## config.mk

```make
export PLATFORM = sky130hd
export DESIGN_NAME = unified_mem_arbiter
export DESIGN_NICKNAME = d
export VERILOG_FILES = /design/src/rtl/unified_mem_arbiter.sv
export SDC_FILE = /design/constraint.sdc
export NUM_CORES = 1
export LEC_CHECK = 0
export CAP_MARGIN = 5
export CELL_PAD_IN_SITES_DETAIL_PLACEMENT = 2
export CELL_PAD_IN_SITES_GLOBAL_PLACEMENT = 2
export CORE_AREA = 2 2 172 174
export DETAILED_ROUTE_END_ITERATION = 12
export DIE_AREA = 0 0 174 176
export PLACE_DENSITY = 0.75
export SLEW_MARGIN = 20
export SYNTH_ARGS = -nofsm -noshare
export SYNTH_HDL_FRONTEND = slang
export SYNTH_SLANG_ARGS = --single-unit
```

## constraint.sdc

```tcl
create_clock -name clk -period 1.6 [get_ports clk]
set_input_delay 0.4 -clock clk [delete_from_list [all_inputs] [get_ports clk]]
set_output_delay 0.4 -clock clk [all_outputs]
set_load 0.01 [all_outputs]
```

## src/rtl/unified_mem_arbiter.sv

```systemverilog
// Arbiter/sequencer sharing one fixed-latency single-port memory between IF and MEM.
// Optional stall-cycle counters are built when MEM_ARB_PERF_EN is defined.
module unified_mem_arbiter #(
  parameter int LATENCY = 2,
  parameter int AW      = 32,
  parameter int DW      = 32
) (
  input  logic          clk,
  input  logic          reset_n,
  input  logic          if_req,
  input  logic [AW-1:0] if_addr,
  output logic [DW-1:0] if_rdata,
  output logic          if_ready,
  input  logic          mem_rd,
  input  logic          mem_wr,
  input  logic [AW-1:0] mem_addr,
  input  logic [DW-1:0] mem_wdata,
  output logic [DW-1:0] mem_rdata,
  output logic          mem_ready,
  output logic          stall_if,
  output logic          stall_mem,
  output logic          ram_en,
  output logic          ram_we,
  output logic [AW-1:0] ram_addr,
  output logic [DW-1:0] ram_wdata,
  input  logic [DW-1:0] ram_rdata,
  output logic [31:0]   if_wait_cnt,
  output logic [31:0]   mem_wait_cnt
);

  typedef enum logic [1:0] {IDLE, ISSUE, WAIT, DONE} state_t;

  localparam logic [3:0] LAT = 4'(LATENCY);

  state_t        state_q, state_d;
  logic          owner_mem_q, owner_mem_d;
  logic          ram_en_q, ram_en_d;
  logic          we_q, we_d;
  logic [AW-1:0] addr_q, addr_d;
  logic [DW-1:0] wdata_q, wdata_d;
  logic [3:0]    cnt_q, cnt_d;
  logic          abort_q, abort_d;
  logic [DW-1:0] if_rdata_q, if_rdata_d;
  logic [DW-1:0] mem_rdata_q, mem_rdata_d;
  logic          mem_req;

  assign mem_req = mem_rd | mem_wr;

  always_comb begin
    // NOTE: every always_comb target gets a default first so no path can infer a latch.
    state_d     = state_q;
    owner_mem_d = owner_mem_q;
    ram_en_d    = 1'b0;
    we_d        = we_q;
    addr_d      = addr_q;
    wdata_d     = wdata_q;
    cnt_d       = cnt_q;
    abort_d     = abort_q;
    if_rdata_d  = if_rdata_q;
    mem_rdata_d = mem_rdata_q;

    // A fetch whose requester drops out (branch flush) finishes silently.
    if (state_q != IDLE && !owner_mem_q && !if_req) abort_d = 1'b1;

    unique case (state_q)
      IDLE: begin
        abort_d = 1'b0;
        if (mem_req) begin
          owner_mem_d = 1'b1;
          addr_d      = mem_addr;
          wdata_d     = mem_wdata;
          we_d        = mem_wr;
          ram_en_d    = 1'b1;
          state_d     = ISSUE;
        end else if (if_req) begin
          owner_mem_d = 1'b0;
          addr_d      = if_addr;
          we_d        = 1'b0;
          ram_en_d    = 1'b1;
          state_d     = ISSUE;
        end
      end
      ISSUE: begin
        cnt_d   = LAT;
        state_d = WAIT;
      end
      WAIT: begin
        cnt_d = cnt_q - 4'd1;
        if (cnt_q == 4'd1) begin
          state_d = DONE;
          if (!we_q) begin
            if (owner_mem_q)                mem_rdata_d = ram_rdata;
            else if (!(abort_q || !if_req)) if_rdata_d  = ram_rdata;
          end
        end
      end
      DONE: state_d = IDLE;
      default: state_d = IDLE;
    endcase
  end

  // NOTE: sequential state is updated only with non-blocking assignments.
  always_ff @(posedge clk or negedge reset_n) begin
    if (!reset_n) begin
      state_q     <= IDLE;
      owner_mem_q <= 1'b0;
      ram_en_q    <= 1'b0;
      we_q        <= 1'b0;
      addr_q      <= '0;
      wdata_q     <= '0;
      cnt_q       <= '0;
      abort_q     <= 1'b0;
      if_rdata_q  <= '0;
      mem_rdata_q <= '0;
    end else begin
      state_q     <= state_d;
      owner_mem_q <= owner_mem_d;
      ram_en_q    <= ram_en_d;
      we_q        <= we_d;
      addr_q      <= addr_d;
      wdata_q     <= wdata_d;
      cnt_q       <= cnt_d;
      abort_q     <= abort_d;
      if_rdata_q  <= if_rdata_d;
      mem_rdata_q <= mem_rdata_d;
    end
  end

  assign if_ready  = (state_q == DONE) && !owner_mem_q && !abort_q;
  assign mem_ready = (state_q == DONE) && owner_mem_q;
  assign stall_if  = if_req & ~if_ready;
  assign stall_mem = mem_req & ~mem_ready;
  assign ram_en    = ram_en_q;
  assign ram_we    = ram_en_q & we_q;
  assign ram_addr  = addr_q;
  assign ram_wdata = wdata_q;
  assign if_rdata  = if_rdata_q;
  assign mem_rdata = mem_rdata_q;

`ifdef MEM_ARB_PERF_EN
  logic [31:0] if_wait_q, if_wait_d, mem_wait_q, mem_wait_d;

  always_comb begin
    if_wait_d  = if_wait_q;
    mem_wait_d = mem_wait_q;
    if (stall_if  && if_wait_q  != '1) if_wait_d  = if_wait_q  + 32'd1;
    if (stall_mem && mem_wait_q != '1) mem_wait_d = mem_wait_q + 32'd1;
  end

  always_ff @(posedge clk or negedge reset_n) begin
    if (!reset_n) begin
      if_wait_q  <= '0;
      mem_wait_q <= '0;
    end else begin
      if_wait_q  <= if_wait_d;
      mem_wait_q <= mem_wait_d;
    end
  end

  assign if_wait_cnt  = if_wait_q;
  assign mem_wait_cnt = mem_wait_q;
`else
  assign if_wait_cnt  = '0;
  assign mem_wait_cnt = '0;
`endif

`ifndef SYNTHESIS
  // Load and store together is a requester bug; such an access proceeds as a store.
  a_no_rd_and_wr: assert property (@(posedge clk) disable iff (!reset_n)
    !(mem_rd && mem_wr));
  a_mem_req_held: assert property (@(posedge clk) disable iff (!reset_n)
    (mem_req && !mem_ready) |=> mem_req);
`endif

endmodule

```

==> results.ini <==
[status]
outcome = finished, violations left
violations = setup timing

[clock_tree]
insertion_delay_ns = 0.42
clock_sinks = 138
clockRootBuffer = clkbuf_16
cts_buffers = 17
cts.path.max_buffers = 2
clkTransAtPathRegs_ns = 0.07
tritoncts = yes
h-tree-depth = 4

[timing]
fmax_mhz = 538.8
rsz0062_at_grt = true
setup_tns_ns = -14.06
setup_slack_ns = -0.2561
finalHoldViolations = 0
drv_slew = 0
skew_ns = 0.01463
setup_violations = 123
layout_min_cycle_time_ns = 1.856
period_share = 1.160

[detailed_routing]
ant_nets = 0
vias = 4681
wirelength_um = 23180
first_pass_iters = 4
drtIter0Drc = 153
wire_per_inst_um = 19.52
vias_per_cell = 3.940
route.detailed.drc = 0

[finish]
area_growth_pct = 73.04
antenna_cells = 0
final_nets = 929
layout_commonest_cell = dfrtp_1
drive_gt1_frac = 0.3197
fin_cells = 1188
final_cell_mix = dfrtp_1 (137), clkdlybuf4s50_1 (131), dlygate4sd2_1 (129)
utilization = 0.3803

[yosys]
synth_top_area_cell = dfrtp_1
avgSynthCellArea_um2 = 13.61
netlist.area_leader.share = 0.5505
synth_edf_count = 0
synth_area_um2 = 6274
ys_seq_area_frac = 0.5505
synth_area_leaders = dfrtp_1 (55%), mux2_2 (11%), mux2_4 (8.4%)
ys.warnings.count = 0
synth_cell_type_count = 34
synthCells = 461
synthArstFlopShare = 1.000
synth-seq-cells = 138
synth-main-ff-cell = dfrtp_1

[pwr]
design_power_total_mw = 18.42
p_comb_frac = 0.466
netSwitchingFraction = 0.3491
power-per-cell-area_nw_per_um2 = 1697
power.switching_mw = 6.430
power_frac_clock = 0.221
p_int_mw = 11.99
vdd_drop_max_v = 0.0006760
p_seq_frac = 0.313
leakage_nw = 5.347

[floorplanning]
fp.dieW_um = 174
dieArea_um2 = 30620
start_util = 0.2198
boundaryPins = 331
core_um2 = 28550
placementRows = 62
fp.dieH_um = 176

[place]
port_buffers = 266
dp_cells = 1118
place.gp.congestion = 0.7264
dp_hpwl_um = 14650
place_ws_ns = -0.4961

[global_route]
antenna_found_initial = 0
overflow = 0
grt_usage = 0.1404
grt_start_max_net_pins = 46
grt_pass1_vias = 5248
grt_pass1_wl_um = 32790

[critical_path]
worst_setup_path_end_kind = register
max_stage_delay_ns = 0.39
cp.required_ns = 1.90
slowest_stage = dfrtp_1
crit_chain = inv_2 -> ha_4 -> nor3b_4 -> and4_4 -> buf_12 -> buf_12 -> buf_12 -> mux2_4
crit_path_max_fanout = 7
critPathLaunch = cnt_q[1]$_DFFE_PN0P_
crit_top_cell = buf_12
cp-start-kind = register
arrival_ns = 2.15
r2r-start = cnt_q[1]$_DFFE_PN0P_
path_class = register to register

[flow_run]
cap_violations = 0

[worst_hold_path]
hp-class = input port to async pin

## cell families after synthesis
family,Yosys count,share of synthesized area
fa+ha+maj,5,0.009972
other cells,1,0.0005978
simple gates,54,0.03949
buf+inv,91,0.1133
mux,130,0.2477
compound gates,42,0.03849
flops,138,0.5505
## state kept, by name, indices dropped and copies added, names as in the netlist
name         flops
state_q          2
mem_rdata       32
if_rdata        32
we_q             1
ram_addr        32
ram_en           1
ram_wdata       32
abort_q          1
cnt_q            4
owner_mem_q      1
## power groups by stage
stage | Sequential [mW] | Combinational, mW | Clock, mW
2_1_floorplan | 6.19 | 2.50 | 0
3_3_place_gp | 5.60 | 6.79 | 0
3_5_place_dp | 5.71 | 6.97 | 0
4_1_cts | 5.65 | 7.62 | 4.21
5_1_grt | 5.98 | 9.22 | 4.35
6_report | 5.77 | 8.58 | 4.07
## cell type report
| class | instances | area [um^2] |
|---|---|---|
| Fill cell | 3018 | 17690 |
| Tap cell | 384 | 480.5 |
| Clock buffer | 18 | 439.2 |
| Multi-Input combinational cell | 295 | 2840 |
| Sequential cell | 138 | 3455 |
| Timing Repair Buffer | 333 | 3461 |
| Clock inverter | 14 | 155.1 |
| Inverter | 6 | 25.02 |
## Yosys cell counts (all sizes together), types with 2 or more instances
library cell and count:
nand2 35, buf 82, mux2 97, mux2i 33
o21ai 34, inv 6, nor2b 3, clkbuf 3
ha 5, dfrtp 138, nor2 7, o31ai 2
a31oi 2, and2 3
## metrics by stage
step,hold WS [ns],instance area (um^2)
5_1_grt,0.4236,10860
2_1_floorplan,0.1044,6554
6_report,0.4285,10860
3_3_place_gp,0.2964,9364
3_5_place_dp,0.2973,9364
4_1_cts,0.4114,10420
## repair_timing
action,in CTS,in global routing
endpoints found under the setup margin,265,138
hold endpoints to repair,25,0
pin swaps,9,35
hold buffers,1,0
setup buffers,26,14
resized for setup,228,113
gates cloned,8,9
## routing by layer
layer	part of all wire	global-route usage
met1	0.38	0.1596
met2	0.54	0.2565
met4	0.0093	0.03466
met3	0.063	0.04350
met5	0	0
## critical path, delay by kind of cell, from the launching register on
kind / cells / cell delay [ns]
adders and majority gates: 1 / 0.12
muxes: 1 / 0.30
buffers and inverters: 4 / 0.44
and+or+nand+nor: 2 / 0.48
DFF: 1 / 0.39
## worst paths after layout
kind	cells after the start	slack, ns	endpoint
setup / recovery	8	-0.26	if_rdata[15]$_DFFE_PN0P_
hold / removal	2	0.43	mem_rdata[29]$_DFFE_PN0P_
setup reg to reg	8	-0.26	if_rdata[15]$_DFFE_PN0P_
hold reg to reg	2	0.48	ram_addr[28]$_DFFE_PN0P_
max in group asynchronous	3	0.60	ram_wdata[24]$_DFFE_PN0P_
min in group clk	2	0.48	ram_addr[28]$_DFFE_PN0P_
No activity file was read; power rests on OpenSTA's default activity.
